### config.mk
export PLATFORM = sky130hd
export DESIGN_NAME = lda_line_queue
export DESIGN_NICKNAME = d
export VERILOG_FILES = /design/src/rtl/lda_pkg.sv /design/src/rtl/lda_cmd_fifo.sv /design/src/rtl/lda_line_queue.sv
export SDC_FILE = /design/constraint.sdc
export NUM_CORES = 1
export LEC_CHECK = 0
export ABC_AREA = 1
export CAP_MARGIN = 30
export CELL_PAD_IN_SITES_DETAIL_PLACEMENT = 0
export CELL_PAD_IN_SITES_GLOBAL_PLACEMENT = 1
export CORE_MARGIN = 5
export CORE_UTILIZATION = 46
export CTS_BUF_LIST = sky130_fd_sc_hd__clkbuf_4
export CTS_CLUSTER_DIAMETER = 40
export DETAILED_ROUTE_END_ITERATION = 6
export HOLD_SLACK_MARGIN = 0.1
export PLACE_DENSITY = 0.81
export RECOVER_POWER = 100
export SLEW_MARGIN = 10
export SYNTH_ARGS = -nofsm -noshare
export SYNTH_HDL_FRONTEND = slang
export SYNTH_SLANG_ARGS = --single-unit
### constraint.sdc
create_clock -name i_clk -period 4.3 [get_ports i_clk]
set_input_delay 0.86 -clock i_clk [delete_from_list [all_inputs] [get_ports i_clk]]
set_output_delay 0.86 -clock i_clk [all_outputs]
set_load 0.01 [all_outputs]
### src/rtl/lda_pkg.sv
// Shared types for the line-draw command queue: coordinate widths, the
// command record and the issue FSM states.
package lda_pkg;

  localparam int unsigned X_W = 9;
  localparam int unsigned Y_W = 8;
  localparam int unsigned C_W = 3;
  localparam int unsigned CMD_W = 2 * X_W + 2 * Y_W + C_W;

  typedef struct packed {
    logic [X_W-1:0] x0;
    logic [X_W-1:0] x1;
    logic [Y_W-1:0] y0;
    logic [Y_W-1:0] y1;
    logic [C_W-1:0] color;
  } lda_cmd_t;

  typedef enum logic [1:0] {
    StIdle,
    StIssue,
    StWait
  } lda_state_t;

endpackage

### src/rtl/lda_cmd_fifo.sv
// Pointer-based command FIFO. Pointers carry one extra wrap bit so that
// full and empty can be told apart; flush drops every stored entry.
module lda_cmd_fifo
  import lda_pkg::*;
#(
  parameter int unsigned DEPTH = 4
) (
  input  logic                   i_clk,
  input  logic                   i_resetn,
  input  logic                   i_push,
  input  lda_cmd_t               i_wdata,
  input  logic                   i_pop,
  input  logic                   i_flush,
  output lda_cmd_t               o_rdata,
  output logic                   o_full,
  output logic                   o_empty,
  output logic [$clog2(DEPTH):0] o_occupancy
);

  localparam int unsigned AW = $clog2(DEPTH);

  lda_cmd_t        mem_q [DEPTH];
  logic [AW:0]     wr_ptr_q;
  logic [AW:0]     rd_ptr_q;
  logic            do_push;
  logic            do_pop;

  assign o_empty     = (wr_ptr_q == rd_ptr_q);
  assign o_full      = (wr_ptr_q[AW] != rd_ptr_q[AW]) &&
                       (wr_ptr_q[AW-1:0] == rd_ptr_q[AW-1:0]);
  assign o_occupancy = wr_ptr_q - rd_ptr_q;
  assign o_rdata     = mem_q[rd_ptr_q[AW-1:0]];

  // Flush wins over both push and pop in the same cycle.
  assign do_push = i_push && !o_full && !i_flush;
  assign do_pop  = i_pop && !o_empty && !i_flush;

  always_ff @(posedge i_clk or negedge i_resetn) begin
    if (!i_resetn) begin
      wr_ptr_q <= '0;
      rd_ptr_q <= '0;
    end else if (i_flush) begin
      rd_ptr_q <= wr_ptr_q;
    end else begin
      if (do_push) wr_ptr_q <= wr_ptr_q + 1'b1;
      if (do_pop)  rd_ptr_q <= rd_ptr_q + 1'b1;
    end
  end

  always_ff @(posedge i_clk) begin
    if (do_push) mem_q[wr_ptr_q[AW-1:0]] <= i_wdata;
  end

endmodule

### src/rtl/lda_line_queue.sv
// Line command queue: buffers endpoint/colour commands and hands them one at a
// time to the line engine with a start pulse, waiting for done between commands.
module lda_line_queue
  import lda_pkg::*;
#(
  parameter int unsigned DEPTH = 4
) (
  input  logic                         i_clk,
  input  logic                         i_resetn,
  input  logic                         i_cmd_valid,
  output logic                         o_cmd_ready,
  input  logic [X_W-1:0]               i_cmd_x0,
  input  logic [X_W-1:0]               i_cmd_x1,
  input  logic [Y_W-1:0]               i_cmd_y0,
  input  logic [Y_W-1:0]               i_cmd_y1,
  input  logic [C_W-1:0]               i_cmd_color,
  input  logic                         i_flush,
  output logic [X_W-1:0]               o_x0,
  output logic [X_W-1:0]               o_x1,
  output logic [Y_W-1:0]               o_y0,
  output logic [Y_W-1:0]               o_y1,
  output logic [C_W-1:0]               o_color,
  output logic                         o_start,
  input  logic                         i_done,
  output logic                         o_busy,
  output logic [$clog2(DEPTH+1):0]     o_count
);

  localparam int unsigned AW = $clog2(DEPTH);
  localparam int unsigned CW = $clog2(DEPTH + 1) + 1;

  lda_state_t  state_q, state_d;
  lda_cmd_t    cmd_q;
  lda_cmd_t    fifo_wdata;
  lda_cmd_t    fifo_rdata;
  logic        fifo_full;
  logic        fifo_empty;
  logic [AW:0] fifo_occ;
  logic        pop;

  assign fifo_wdata = '{x0: i_cmd_x0, x1: i_cmd_x1, y0: i_cmd_y0, y1: i_cmd_y1,
                        color: i_cmd_color};

  lda_cmd_fifo #(
    .DEPTH (DEPTH)
  ) u_fifo (
    .i_clk       (i_clk),
    .i_resetn    (i_resetn),
    .i_push      (i_cmd_valid),
    .i_wdata     (fifo_wdata),
    .i_pop       (pop),
    .i_flush     (i_flush),
    .o_rdata     (fifo_rdata),
    .o_full      (fifo_full),
    .o_empty     (fifo_empty),
    .o_occupancy (fifo_occ)
  );

  assign pop = (state_q == StIdle) && !fifo_empty && !i_flush;

  always_comb begin
    state_d = state_q;
    unique case (state_q)
      StIdle:  if (pop) state_d = StIssue;
      StIssue: state_d = StWait;
      StWait:  if (i_done) state_d = StIdle;
      default: state_d = StIdle;
    endcase
  end

  always_ff @(posedge i_clk or negedge i_resetn) begin
    if (!i_resetn) begin
      state_q <= StIdle;
      cmd_q   <= '0;
    end else begin
      state_q <= state_d;
      if (pop) cmd_q <= fifo_rdata;
    end
  end

  assign o_cmd_ready = !fifo_full;
  assign o_start     = (state_q == StIssue);
  // The command held by the engine counts as outstanding until done.
  assign o_count     = CW'(fifo_occ) + CW'(state_q != StIdle);
  assign o_busy      = (o_count != '0);

  assign o_x0    = cmd_q.x0;
  assign o_x1    = cmd_q.x1;
  assign o_y0    = cmd_q.y0;
  assign o_y1    = cmd_q.y1;
  assign o_color = cmd_q.color;

endmodule

# ---- Word-level counts from Yosys, hierarchy flattened
# Memories as Yosys holds them, arrays and structs flattened. A register that Yosys moved wholly into a read port is not among the register bits.
# Cells that the tools add are included.
dict set report word_totals {
  ramBits 148
  ff_bits 8
  inputBits 42
  memories 1
  output_inout_bits 44
}
# name depth word_bits read_ports rd_ports_with_merged_regs write_ports line_no
set memory_table {}
lappend memory_table {u_fifo.mem_q 4 37 1 1 1 lda_cmd_fifo.sv:22} ;# lda_cmd_t mem_q [DEPTH];
dict set report op_classes {
  eq_ne 7
  bitwise 1
  muxes 7
  reduce_logical 17
  add_sub_neg 4
}
# cell n
set ops {}
lappend ops {{1-bit logical AND} 7}
lappend ops {{3-bit by 1-bit adder with 3-bit output, second input constant} 2}
lappend ops {{3-bit two-way mux} 2}
lappend ops {{2-bit one-hot mux with 3 select lines} 1}
lappend ops {{3-bit by 1-bit adder with 4-bit output} 1}
lappend ops {{1-bit logical NOT} 4}
lappend ops {{2-bit two-way mux} 2}
lappend ops {{2-bit AND reduction} 2}
lappend ops {{2-bit nonzero test} 2}
lappend ops {{4-bit nonzero test} 1}
lappend ops {{3-bit == test} 1}
lappend ops {{3-bit subtractor} 1}
lappend ops {{2-bit by 1-bit == test with 1-bit output, second input constant} 1}
lappend ops {{2-bit == test} 1}
lappend ops {{2-bit == test, second input constant} 1}
lappend ops {{2-bit logical NOT} 1}
lappend ops {{1-bit two-way mux} 2}
lappend ops {{2-bit by 1-bit != test with 1-bit output, second input constant} 1}
lappend ops {{2-bit != test, second input constant} 1}
lappend ops {{1-bit != test} 1}
lappend ops {{1-bit inverter} 1}

# ---- Logic depth before layout (Yosys ltp)
dict set report depth {
  depth_word 8
  mapped_depth 12
}

# ---- Modules after synthesis
# A second synthesis with hierarchy kept.
dict set report unflattened {
  hier_cells 615
  hier_area_um2 7667.4
}
# mod cells_each seq_area_each_um2 area_per_inst_um2 n_inst
set modules_own_cells {}
lappend modules_own_cells {lda_cmd_fifo 430 4594.4 6032.0 1}
lappend modules_own_cells {lda_line_queue 185 975.9 1635.3 1}

# ---- Least setup slack after synthesis
# Ideal clock, no wire load.
dict set report synth_timing {
  path_kind {register -> register}
  from {reg u_fifo.rd_ptr_q[1]}
  to {mem u_fifo.mem_q[0][0] in the netlist's numbering (enable)}
  arrival_time_ns 3.055
  t_required_ns 3.869
  stages_incl_launch_ff 9
  path_slack_ns 0.814
  path_cell_list {dfrtp_1 > inv_1 > clkbuf_1 > ha_1 > nand2_1 > inv_1 > nand3_1 > nand2_1 > nor2_1}
}
dict set report synth_between {
  elab_chain_len 7
}
# item line_no
set synth_rtl {}
lappend synth_rtl {{start: declaration} lda_cmd_fifo.sv:24} ;# logic [AW:0] rd_ptr_q;
lappend synth_rtl {{start signal: assignment} lda_cmd_fifo.sv:43} ;# rd_ptr_q <= wr_ptr_q;
lappend synth_rtl {{start signal: assignment} lda_cmd_fifo.sv:46} ;# if (do_pop) rd_ptr_q <= rd_ptr_q + 1'b1;
lappend synth_rtl {{2-bit == test} lda_cmd_fifo.sv:30} ;# (wr_ptr_q[AW-1:0] == rd_ptr_q[AW-1:0]);
lappend synth_rtl {{1-bit logical AND} lda_cmd_fifo.sv:29} ;# assign o_full = (wr_ptr_q[AW] != rd_ptr_q[AW]) &&
lappend synth_rtl {{1-bit logical NOT} n/a}
lappend synth_rtl {{named net o_cmd_ready} lda_line_queue.sv:11} ;# output logic o_cmd_ready,
lappend synth_rtl {{1-bit logical AND (2 in series)} lda_cmd_fifo.sv:35} ;# assign do_push = i_push && !o_full && !i_flush;
lappend synth_rtl {{1-bit two-way mux} lda_cmd_fifo.sv:51} ;# if (do_push) mem_q[wr_ptr_q[AW-1:0]] <= i_wdata;
lappend synth_rtl {{1-bit two-way mux (not written as such)} lda_cmd_fifo.sv:51}
lappend synth_rtl {{end: declaration} lda_cmd_fifo.sv:22}
# The timed path passes the listed nets, and every way through them passes these cells.

# ---- Final worst setup path
dict set report layout_timing {
  from {reg u_fifo.wr_ptr_q[0]}
  to {out o_busy}
}
dict set report layout_between {
  elab_chain_len 3
}
# item line_no
set layout_rtl {}
lappend layout_rtl {{start: declaration} lda_cmd_fifo.sv:23} ;# logic [AW:0] wr_ptr_q;
lappend layout_rtl {{start signal: assignment} lda_cmd_fifo.sv:45} ;# if (do_push) wr_ptr_q <= wr_ptr_q + 1'b1;
lappend layout_rtl {{3-bit subtractor} lda_cmd_fifo.sv:31} ;# assign o_occupancy = wr_ptr_q - rd_ptr_q;
lappend layout_rtl {{3-bit by 1-bit adder with 4-bit output} lda_line_queue.sv:84} ;# assign o_count = CW'(fifo_occ) + CW'(state_q != StIdle);
lappend layout_rtl {{4-bit nonzero test} lda_line_queue.sv:85} ;# assign o_busy = (o_count != '0);
lappend layout_rtl {{end: declaration} lda_line_queue.sv:25} ;# output logic o_busy,
# No other way between the ends.

==> results list <==
* Buffer type at the clock tree root: clkbuf_4
- Gpl congestion: 0.784
- Min-delay src: o_x0[7]
- Mean instance size in the synthesized netlist: 11.3 sq um
* Clock-pin slew on the worst setup and hold paths: 0.12 ns
- Final number of setup-violating endpoints: 0
- Core utilization of the finished layout: 54.5%
* Boundary Pins: 86
- Entering global routing, the biggest net connects 79 pins.
- Internal power comes to 3.61 mW.
* Worst reg-to-reg setup slack: 0.62 ns
- Yosys printed 0 warnings.
- For this block, the routed nets add up to 15800 um of wire.
- In this run, post-CTS hold repair placed 0 buffers.
- In this run the remaining antenna-violating nets after routing total 0.
* Leak Pwr: 3.59 nW
* Die Wd: 139 um
* Final hold slack: 0.489 ns
- Number of antenna violations at the first check in global routing: 0
- The via count of the first global-routing pass came to 5019.
- Sequential cell fraction of total power: 44.1%
* Clock Skews: 0.0184 ns
* Count of maximum capacitance violations: 1
- TritonCTS clock tree: done
* Top achievable clock speed: 257 MHz
- HPWL after detailed placement: 9310 um
- Number of rows in the core area: 47
- Num CTS Buffers: 17
- After synthesis the netlist holds a flip-flop and latch count of 193.
- Detailed-route vias per instance: 4.98
- The finished cells cover 0.00898 sq mm.
- The clock passes through at most 2 buffers.
- Unrepaired setup endpoints after global routing: no
- The share of total power dissipated in the clock network is 14.9%.
* Pwr dens: 643 mW/mm^2
- Data arrival time of the worst path: 3.02 ns
- For this configuration, the core starts out at a cell density of 46.7%.
* Worst slack at placement: 1.12 ns
- The final reports fail on capacitance limit, slew limit.
* Category of the worst setup path launch point: flop
- The die covers 0.0194 sq mm.
- Post-cts repair resize count: 0
- Deepest level of the CTS H-tree: 4
* DRC viols: 0
- Number of different library cells in the post-synthesis netlist: 21
- Relative slew slack: -82.7%
- The max-slew violation count was 46.
- Tightest Pin Transition: 2.74 ns
- After layout, the worst setup slack is 0.416 ns.
* Input/output buffers: 85
- The final route contains 4975 vias.
* Critical R2R Launch: u_fifo.rd_ptr_q[1]
- The worst path needs 3.88 ns of the cycle, external delays included.
- VDD IR max: 0.000442 V
* Insertion delay to the later sink of the worst-skew pair: 0.56 ns
* Fraction of final layout cells sized beyond drive strength 1: 6.04%
- The worst setup path is of the reg2out kind.
- Run status: complete, but fails checks
- Startpoint of the worst setup timing path: u_fifo.wr_ptr_q[0]
- Compared with the post-synthesis result, the final layout area differs by 16.8%.
- Leading cell type in the layout, fill and taps excluded: nand2_1
* Number of sinks on the clock net: 193
- Class of the tightest hold or removal check: reg2reg
- Counting every instance in the synthesized netlist gives 683.
- The final layout contains 817 nets.
* Critical path peak fanout: 4
- Sequential fraction of the synthesis area: 72.4%
- Post-CTS setup repair buffer count: 0
- Measured along the y axis, the die boundary spans 139 um.
* Req. time, crit path: 3.44 ns
* Kind of end point of the critical path: output port
- The design draws 5.78 mW.
* Total placed instance area: 0.00876 sq mm
- Commonest cells after routing, fill and taps aside: 173 x nand2_1, 154 x nor2_1, 148 x edfxtp_1
- After the first detailed-routing iteration, the DRC count stood at 357.
* TNS Setup: 0 ns
* Global-route wire length before repair: 25700 um
- Final hold vios: 0
- First-pass DRT Iterations: 5
- After global routing the overflow that remains totals 0.
* Gr usage total: 16.7%
- Part of the total power dissipated in combinational logic: 41.1%
* Placed Cells: 966
* Net Sw Frac: 37.5%
- Summed over all nets, the switching power comes to 2.17 mW.
- The cell area that synthesis handed to floorplanning was 0.00769 sq mm.
- In the final routed layout, each cell accounts on average for 15.8 um.
- Dividing the final minimum period by the clock period gives 90.3%.
- The floorplan step defined a core boundary enclosing 0.0165 sq mm.
- When the netlist entered floorplanning its net count stood at 735.
- Non-Filler Instances: 999
==> critical path: stages (launching register included) <==
cell and delay (ns):
dfrtp_1 0.42, inv_1 0.12, ha_1 0.21, fa_1 0.51, inv_1 0.06, ha_1 0.32
nor2_1 0.11, nand2_1 0.06, inv_1 0.05, nand2_1 0.04, dlygate4sd3_1 0.59
==> routing by layer <==
layer	up-vias	track usage, %	part of all wire [%]
met5	-	0	0
met4	0	4.99	1.3
met3	20	4.32	5.4
met2	127	27.0	48
met1	2402	22.5	45
li1	2426	-	-
==> flip-flops by register name, summed over array words and instances (netlist names) <==
register	count
o_color	3
o_x0	9
o_x1	9
o_y0	8
o_y1	8
state_q	2
u_fifo.mem_q	148
u_fifo.rd_ptr_q	3
u_fifo.wr_ptr_q	3
==> cells in the mapped netlist <==
cell	instances	area (sq um)
dfrtp_1	45	1130
edfxtp_1	148	4440
buf_2	16	80.1
nand3_1	10	50.1
buf_6	3	33.8
xor2_1	1	8.76
buf_4	2	15.0
xnor2_1	2	17.5
inv_2	4	15.0
nor2_1	157	589
inv_1	19	71.3
o21ai_1	17	85.1
or2_1	1	6.26
clkbuf_1	10	37.5
o21bai_1	1	7.51
nand2_2	1	6.26
o21ai_0	61	305
fa_1	1	20.0
ha_1	9	113
buf_1	2	7.51
nand2_1	173	649
==> power by group through the flow <==
| stage | registers [mW] | clock network [mW] | logic (mW) |
|---|---|---|---|
| after global routing | 2.59 | 0.971 | 2.70 |
| after detailed placement | 2.59 | 0 | 2.51 |
| after floorplan | 2.65 | 0 | 1.47 |
| after global placement | 2.58 | 0 | 2.43 |
| final | 2.55 | 0.860 | 2.37 |
| after CTS | 2.55 | 0.888 | 2.53 |
==> final timing paths <==
kind / end / cells past startpoint
max: o_busy / 10
min: o_x0[7] / 2
max reg2reg: u_fifo.mem_q[3][27] / 9
min reg2reg: o_x0[7] / 2
max in group asynchronous: u_fifo.rd_ptr_q[0] / 2
min in group asynchronous: u_fifo.rd_ptr_q[2] / 2
==> cell type report <==
class                           count  area (sq um)
Antenna cell                        1          2.50
Clock buffer                       23           173
Clock inverter                      9          68.8
Fill cell                        1413          7490
Inverter                           23          86.3
Multi-Input combinational cell    434          1880
Sequential cell                   193          5570
Tap cell                          220           275
Timing Repair Buffer               96           921
==> logic make-up (layout without fill, tap and decap cells) <==
| kind of cell | after synthesis | count (layout) | synth area share [%] |
|---|---|---|---|
| and+or+nand+nor | 342 | 342 | 16.9 |
| DFF | 193 | 193 | 72.4 |
| AOI/OAI and AO/OA | 79 | 79 | 5.17 |
| buffers and inverters | 56 | 151 | 3.38 |
| adders and majority gates | 10 | 10 | 1.73 |
| xor gates and xnor gates | 3 | 3 | 0.342 |
| other | 0 | 1 | 0 |
Power figures use the tool's default switching activity.
